File: src/rtl/bist_scan_sequencer.sv
// Scan-BIST run sequencer: drives LFSR, scan enable and MISR through
// counted shift/capture patterns, a final unload and a signature compare.
module bist_scan_sequencer #(
  parameter int                   CHAIN_LEN  = 8,
  parameter int                   N_PATTERNS = 64,
  parameter int                   SIG_WIDTH  = 6,
  parameter logic [SIG_WIDTH-1:0] GOLDEN_SIG = '0
) (
  input  logic                 CLK,
  input  logic                 RST,
  input  logic                 bist_start,
  input  logic                 bist_abort,
  input  logic [SIG_WIDTH-1:0] misr_sig,
  output logic                 scan_en,
  output logic                 lfsr_load,
  output logic                 lfsr_en,
  output logic                 misr_clear,
  output logic                 misr_en,
  output logic                 busy,
  output logic                 bist_end,
  output logic                 pass_fail
);

  localparam int SW = $clog2(CHAIN_LEN + 1);
  localparam int PW = $clog2(N_PATTERNS + 1);
  localparam logic [SW-1:0] LP_SHIFT_LAST = SW'(CHAIN_LEN - 1);
  localparam logic [PW-1:0] LP_PAT_LAST   = PW'(N_PATTERNS - 1);

  typedef enum logic [2:0] {
    S_IDLE,
    S_INIT,
    S_SHIFT,
    S_CAPTURE,
    S_FLUSH,
    S_COMPARE,
    S_DONE
  } state_t;

  state_t        r_state;
  state_t        w_next;
  logic [SW-1:0] r_shift_cnt;
  logic [SW-1:0] w_shift_nxt;
  logic [PW-1:0] r_pat_cnt;
  logic [PW-1:0] w_pat_nxt;
  logic          r_pass;
  logic          w_pass_nxt;
  logic          w_active;

  always_ff @(posedge CLK or posedge RST) begin
    if (RST) begin
      r_state     <= S_IDLE;
      r_shift_cnt <= '0;
      r_pat_cnt   <= '0;
      r_pass      <= 1'b0;
    end else begin
      r_state     <= w_next;
      r_shift_cnt <= w_shift_nxt;
      r_pat_cnt   <= w_pat_nxt;
      r_pass      <= w_pass_nxt;
    end
  end

  assign w_active = (r_state == S_INIT)    ||
                    (r_state == S_SHIFT)   ||
                    (r_state == S_CAPTURE) ||
                    (r_state == S_FLUSH)   ||
                    (r_state == S_COMPARE);

  always_comb begin
    w_next      = r_state;
    w_shift_nxt = r_shift_cnt;
    w_pat_nxt   = r_pat_cnt;
    w_pass_nxt  = r_pass;
    unique case (r_state)
      S_IDLE: begin
        if (bist_start && !bist_abort)
          w_next = S_INIT;
      end
      S_INIT: begin
        w_pass_nxt  = 1'b0;
        w_shift_nxt = '0;
        w_pat_nxt   = '0;
        w_next      = S_SHIFT;
      end
      S_SHIFT: begin
        if (r_shift_cnt == LP_SHIFT_LAST) begin
          w_shift_nxt = '0;
          w_next      = S_CAPTURE;
        end else begin
          w_shift_nxt = r_shift_cnt + SW'(1);
        end
      end
      S_CAPTURE: begin
        if (r_pat_cnt == LP_PAT_LAST) begin
          w_next = S_FLUSH;
        end else begin
          w_pat_nxt = r_pat_cnt + PW'(1);
          w_next    = S_SHIFT;
        end
      end
      // unload of the last captured response reuses the shift counter
      S_FLUSH: begin
        if (r_shift_cnt == LP_SHIFT_LAST) begin
          w_shift_nxt = '0;
          w_next      = S_COMPARE;
        end else begin
          w_shift_nxt = r_shift_cnt + SW'(1);
        end
      end
      S_COMPARE: begin
        w_pass_nxt = (misr_sig == GOLDEN_SIG);
        w_next     = S_DONE;
      end
      S_DONE: begin
        if (!bist_start)
          w_next = S_IDLE;
      end
      default: w_next = S_IDLE;
    endcase
    if (bist_abort && w_active) begin
      w_next      = S_IDLE;
      w_shift_nxt = '0;
      w_pat_nxt   = '0;
      w_pass_nxt  = 1'b0;
    end
  end

  assign scan_en    = (r_state == S_SHIFT) || (r_state == S_FLUSH);
  assign lfsr_en    = scan_en;
  assign misr_en    = scan_en || (r_state == S_CAPTURE);
  assign lfsr_load  = (r_state == S_INIT);
  assign misr_clear = (r_state == S_INIT);
  assign busy       = w_active;
  assign bist_end   = (r_state == S_DONE);
  assign pass_fail  = r_pass;

endmodule

File: config.mk
export PLATFORM = sky130hd
export DESIGN_NAME = bist_scan_sequencer
export DESIGN_NICKNAME = d
export VERILOG_FILES = /design/src/rtl/bist_scan_sequencer.sv
export SDC_FILE = /design/constraint.sdc
export NUM_CORES = 1
export LEC_CHECK = 0
export CELL_PAD_IN_SITES_DETAIL_PLACEMENT = 1
export CELL_PAD_IN_SITES_GLOBAL_PLACEMENT = 2
export CORE_MARGIN = 5
export CORE_UTILIZATION = 28
export DETAILED_ROUTE_END_ITERATION = 6
export PLACE_DENSITY_LB_ADDON = 0.1
export SLEW_MARGIN = 20
export SYNTH_ARGS = -nofsm -noshare
export SYNTH_HDL_FRONTEND = slang
export SYNTH_SLANG_ARGS = --single-unit
File: constraint.sdc
create_clock -name CLK -period 1.4 [get_ports CLK]
set_input_delay 0.28 -clock CLK [delete_from_list [all_inputs] [get_ports CLK]]
set_output_delay 0.28 -clock CLK [all_outputs]
set_load 0.01 [all_outputs]
==> results of run 1 <==
## flip-flops by register name, summed over array words and instances (netlist names)
register / count
r_pat_cnt: 7
r_shift_cnt: 4
r_state: 3
pass_fail: 1
## metal layers
metal  track usage [%]  vias up  wire (um)
li1                  -      571          -
met1              20.6      599       1870
met2              24.6       14       1970
met3              1.80        6         80
met4              4.38        0         48
met5                 0        -          0
## critical path, delay by kind of cell, from the launching register on
kind	cells	cell delay, ns
flip-flops	1	0.42
AO/OA/AOI/OAI	2	0.53
AND/OR/NAND/NOR	1	0.14
buffers and inverters	3	0.34
## cell type report
cell class | instances | area (um^2)
inverter | 3 | 13.8
tap | 48 | 60.1
sequential | 15 | 379
clock buffer | 4 | 45.0
multi-input combinational | 95 | 876
timing repair buffer | 64 | 547
fill | 431 | 1770
## what timing repair did
| action | 4_1_cts | 5_1_grt |
|---|---|---|
| gates resized for setup | 68 | 28 |
| setup buffers | 12 | 2 |
| hold buffers | 0 | 0 |
| pin swaps | 17 | 14 |
| setup endpoints to repair | 22 | 22 |
| gates cloned | 0 | 1 |
## cell usage in the layout (no fill, tap or decap), types with 3 or more instances in the layout
cell / synthesis / final
buf_4: 3 / 35
buf_6: 1 / 13
dfrtp_1: 15 / 12
nand2_1: 12 / 10
buf_2: 4 / 5
clkdlybuf4s50_1: 0 / 5
nor3_2: 1 / 4
nor2_1: 8 / 4
a21oi_1: 8 / 4
a21oi_2: 1 / 4
nand3_1: 5 / 4
dlygate4sd2_1: 0 / 4
nor2_2: 0 / 3
nand3b_1: 3 / 3
nor2b_1: 4 / 3
a211o_1: 3 / 3
clkbuf_8: 0 / 3
dfrtp_2: 0 / 3
## worst max-delay path by stage
stage / startpoint / endpoint / depth (start not counted) / slack [ns]
6_report: r_state[2] / r_pat_cnt[5] / 6 / -0.14
5_1_grt: r_state[2] / r_pat_cnt[5] / 7 / -0.18
4_1_cts: r_state[2] / r_pat_cnt[5] / 6 / -0.13
3_5_place_dp: bist_abort / r_shift_cnt[2] / 6 / -0.35
3_3_place_gp: r_state[2] / busy / 3 / -0.29
2_1_floorplan: r_pat_cnt[0] / r_pat_cnt[5] / 5 / 0.02
## cells by family after synthesis
logic type      count (synthesis)  share of synthesized area [%]
compound gates                 34                           24.4
xor+xnor                        3                           2.43
fa+ha+maj                       2                           2.31
buf+inv                        11                           6.02
flops                          15                           34.7
mux                             2                           1.85
simple gates                   54                           28.2
## where the power goes
group          leakage (nW)  internal (mW)  total, mW  switching [mW]
Combinational         0.631           1.25       2.35            1.10
Clock                0.0228          0.202      0.378           0.176
Sequential            0.200          0.513      0.609          0.0965
Total                 0.854           1.97       3.34            1.37
## metrics by stage
| stage | setup WS, ns | power (mW) | hold WS (ns) | util, % |
|---|---|---|---|---|
| after floorplan | 0.0174 | 1.46 | 0.181 | - |
| after global placement | -0.290 | 2.22 | 0.529 | 41.0 |
| after detailed placement | -0.354 | 2.24 | 0.547 | 41.0 |
| after CTS | -0.134 | 3.11 | 0.363 | 47.8 |
| after global routing | -0.178 | 3.56 | 0.392 | 52.1 |
| final | -0.135 | 3.34 | 0.346 | 52.1 |
==> results.yml, run 1 <==
worst_setup_path:
  reg2reg_slack_ns: -0.14
  cp.required_ns: 1.54
  cp-end-kind: "flop"
  rr_worst_depth: 6
  start_kind: "flop"
  path_max_fanout: 5
  rr_endpoint: "r_pat_cnt[5]"
  slowest_delay_ns: 0.42
  rr_startpoint: "r_state[2]"
  crit_top_cell: "buf_6"
  crit_chain: "buf_6, buf_6, buf_6, nand2b_4, a22o_4, a211o_1"
  cp_data_arrival_time_ns: 1.68
  slowest_stage: "dfrtp_2"
  crit_type: "reg -> reg"
drt:
  avgRoutedWirePerCell_um: 17.3
  num_vias: 1190
  ant_nets: 0
  drc: 0
  drt_pre_antenna_iters: 4
  via_per_inst: 5.20
  wl_mm: 3.97
  drt_iter0_markers: 48
global_route:
  track_usage_pct: 15.0
  grt_pass1_vias: 1253
  grt-ovfl-total: 0
  grt_pass1_wl_mm: 6.16
  grt_max_degree: 16
  grt_antenna_before_repair: 0
timing:
  drv_slew: 0
  max-slew-margin-rel_pct: 79.1
  fin_crit_sh_pct: 110
  hold_viol: 0
  fin_worst_skew_ns: 0.00146
  layout_min_cycle_time_ns: 1.54
  rsz0062_at_grt: "yes"
  timing.fmax_mhz: 651
  finalSetupTns_ns: -1.36
  fin_ws_ns: -0.135
  finalSetupViolations: 15
  tightestPinTransition_ns: 0.312
power_and_ir_drop:
  powerDensity_nw_per_um2: 1740
  p_leak_nw: 0.854
  ir_worst_vdd_uv: 731
cts:
  clock-sinks: 15
  clock_latency_ns: 0.25
  htreeDepth: 1
  numCtsBuffers: 3
  cts-root-buf: "clkbuf_8"
  cts_tree: "yes"
  cts.clk_slew.worst_paths_ns: 0.07
  cts_max_path_buffers: 2
die:
  rows: 22
  die_h_um: 72.1
  dieWidth_um: 72.1
  start_util_pct: 29.3
  io_pins: 18
  core_um2: 3690
  dieArea_um2: 5200
final_layout:
  finalNonFillerCells: 229
  area.growth.synth_to_final_pct: 77.7
  final_nets: 194
  drive_above_1_share_pct: 57.5
  post-route-cell-area_um2: 1920
  diodes: 0
placed_design:
  globalplace.congestion: 0.786
  place_hpwl_mm: 2.62
  portBuffers: 17
  place_area_um2: 1510
  placedCellCount: 211
synth:
  ys_top_cells_by_area: "dfrtp_1 (35%), nand2_1 (4.2%), a21oi_1 (3.7%)"
  synth_flop_cell: "dfrtp_1"
  ys_seq_elements: 15
  synth-edff-count: 0
  synth_area_leader_cell: "dfrtp_1"
  async_flop_share_pct: 100
  syn_inst: 121
  yosys_warnings: 0
  synth_commonest_cells: "dfrtp_1 (15), nand2_1 (12), a21oi_1 (8), nor2_1 (8)"
  synth_fp_nets: 133
  yosys.cell_count.top_type: "dfrtp_1"
  netlist.area_leader.share_pct: 34.7
  synth_seq_area_share_pct: 34.7
  syn_area_per_cell_um2: 8.93
  syn_area_um2: 1080
  yosysUniqueCellTypes: 48
hold_path:
  hp-class: "in -> async"
status:
  failed_checks: "negative setup slack"
  outcome: "finished, violations left"
flow_run:
  drv_cap: 0
Power figures use the tool's default switching activity.
==> inputs of run 2 (changes only) <==
- ABC_AREA: not set -> 1
- ABC_CLOCK_PERIOD_IN_PS: not set -> 1400
- CORE_UTILIZATION: 28 -> 26
- SLEW_MARGIN: 20 -> 30
==> run 2 against run 1 <==
Against the previous run: the flow still finishes with violations (negative setup slack); via count decreased by 5.3%; non-clock buffer count decreased by 15; count of clock-buffer cells in the layout unchanged; setup slack improved by 0.0092 ns.
==> results.yml, run 2 <==
cts:
  cts_tree: "yes"
  htreeDepth: 1
  cts.clk_slew.worst_paths_ns: 0.07
  cts-root-buf: "clkbuf_8"
  cts_max_path_buffers: 2
  clock-sinks: 15
  clock_latency_ns: 0.25
  numCtsBuffers: 3
worst_setup_path:
  cp_data_arrival_time_ns: 1.25
  crit_top_cell: "nand2_1"
  crit_type: "reg -> out"
  cp-end-kind: "primary output"
  slowest_delay_ns: 0.41
  path_buf_inv: 3
  slowest_stage: "dfrtp_1"
  cp_top_family: "flip-flops"
  cp.required_ns: 1.12
  start_kind: "flop"
  crit_chain: "buf_6, nand2_1, nor2_4, inv_2, nand2_1, buf_2"
  path_max_fanout: 3
power_and_ir_drop:
  p_int_mw: 1.43
  powerDensity_nw_per_um2: 1460
  netSwitchingPower_mw: 0.975
  p_seq_share_pct: 22.9
  ir_worst_vdd_uv: 835
  power_mw: 2.40
  clockPowerShare_pct: 15.2
  p_sw_share_pct: 40.5
  p_leak_nw: 0.820
  pwr-share-comb_pct: 62.0
status:
  outcome: "finished, violations left"
  failed_checks: "negative setup slack"
synth:
  synth_fp_nets: 155
  yosysUniqueCellTypes: 23
  syn_area_um2: 1020
  netlist.area_leader.share_pct: 36.9
  yosys_warnings: 0
  ys_top_cells_by_area: "dfrtp_1 (37%), nand2_1 (17%), nand3_1 (8.9%)"
  synth-edff-count: 0
  syn_area_per_cell_um2: 7.10
  yosys.cell_count.top_type: "nand2_1"
  syn_inst: 143
  async_flop_share_pct: 100
  ys_seq_elements: 15
  synth_commonest_cells: "nand2_1 (47), nand3_1 (18), nor2_1 (17)"
  synth_area_leader_cell: "dfrtp_1"
  synth_seq_area_share_pct: 36.9
  synth_flop_cell: "dfrtp_1"
final_layout:
  n_fill_cell: 472
  reg_top3: "r_pat_cnt: 7 flops, r_shift_cnt: 4 flops, r_state: 3 flops"
  final_common_cell: "nand2_1"
  final_cell_mix: "nand2_1 (41), buf_4 (22), nor2_1 (15)"
  final_core_util_pct: 44.3
  diodes: 0
  largest_register_ffs: 7
  area.growth.synth_to_final_pct: 62.1
  largest_register: "r_pat_cnt"
  drive_above_1_share_pct: 38.9
  final_nets: 206
  finalNonFillerCells: 241
die:
  dieArea_um2: 5260
  start_util_pct: 27.3
  io_pins: 18
  dieWidth_um: 72.5
  rows: 22
  die_h_um: 72.5
  core_um2: 3720
timing:
  drv_slew: 0
  timing.fmax_mhz: 655
  finalSetupViolations: 21
  fin_worst_skew_ns: 0.00346
  fin_crit_sh_pct: 109
  rsz0062_at_grt: "yes"
  hold_viol: 0
  layout_min_cycle_time_ns: 1.53
  fin_ws_ns: -0.126
  tightestPinTransition_ns: 0.271
  hold_ws_ns: 0.336
  max-slew-margin-rel_pct: 81.9
placed_design:
  portBuffers: 17
  placedCellCount: 228
  globalplace.congestion: 0.769
  place_hpwl_mm: 2.62
global_route:
  grt-ovfl-total: 0
  grt_pass1_vias: 1236
  grt_pass1_wl_mm: 5.69
  grt_antenna_before_repair: 0
  grt_max_degree: 16
  track_usage_pct: 13.7
drt:
  via_per_inst: 4.68
  wl_mm: 3.35
  ant_nets: 0
  num_vias: 1127
  avgRoutedWirePerCell_um: 13.9
  drc: 0
  drt_iter0_markers: 17
  drt_pre_antenna_iters: 3
hold_path:
  hp-class: "in -> async"
flow_run:
  drv_cap: 0
[run 2: area by class of cell]
| cell class | count | area (um^2) | area share (%) |
|---|---|---|---|
| multi-input combinational | 112 | 639 | 38.8 |
| timing repair buffer | 49 | 467 | 28.3 |
| sequential | 15 | 377 | 22.9 |
| tap | 48 | 60.1 | 3.65 |
| inverter | 13 | 58.8 | 3.57 |
| clock buffer | 4 | 45.0 | 2.74 |
[run 2: worst reg2reg max path: stages (launching register included)]
cell     delay, ns
dfrtp_1       0.42
buf_6         0.14
buf_6         0.11
o21ai_4       0.12
nand2_2       0.09
buf_6         0.13
nand2_8       0.11
inv_8         0.06
nor2_4        0.15
nand2_1       0.07
nand2_1       0.05
[run 2: cells by family after synthesis]
logic type / share of synthesized area (%)
and+or+nand+nor: 48.8
buffers and inverters: 7.39
DFF: 36.9
AOI/OAI and AO/OA: 3.57
adders and majority gates: 2.46
xor gates and xnor gates: 0.862
[run 2: layer usage]
metal	wire length [um]	track usage (%)	share of wire [%]	up-vias
met2	1690	24.2	50	16
met1	1510	16.8	45	543
met5	0	0	0	-
li1	-	-	-	564
met4	21	3.48	0.63	0
met3	130	3.05	3.9	4
[run 2: power groups by stage]
stage	combinational (mW)	clock (mW)	sequential, mW
3_3_place_gp	1.18	0	0.552
2_1_floorplan	0.617	0	0.553
3_5_place_dp	1.20	0	0.560
6_report	1.49	0.364	0.550
4_1_cts	1.39	0.375	0.548
5_1_grt	1.63	0.391	0.557
[run 2: path summary, 6_finish.rpt]
| check | startpoint | to | slack, ns | depth (start not counted) |
|---|---|---|---|---|
| worst max register to register | r_state[1] | r_shift_cnt[0] | -0.11 | 10 |
| min in group CLK | r_shift_cnt[1] | r_shift_cnt[1] | 0.51 | 2 |
| worst max-delay path | r_state[1] | misr_en | -0.13 | 6 |
| worst min register to register | r_shift_cnt[1] | r_shift_cnt[1] | 0.51 | 2 |
| max in group asynchronous | RST | r_state[2] | 0.86 | 3 |
| worst min-delay path | RST | r_pat_cnt[0] | 0.34 | 3 |
[run 2: timing repair]
action,in CTS,in global routing
buffers inserted,6,3
endpoints found under the setup margin,22,22
gates resized for setup,52,15
hold buffers,0,0
pin swaps,4,11
[run 2: through the flow]
step / worst slack [ns] / setup TNS [ns] / instance area (um^2)
2_1_floorplan: 0.0831 / 0 / 1020
3_3_place_gp: -0.221 / -1.82 / 1420
3_5_place_dp: -0.308 / -2.71 / 1420
4_1_cts: -0.100 / -1.33 / 1560
5_1_grt: -0.194 / -3.08 / 1650
6_report: -0.126 / -1.62 / 1650
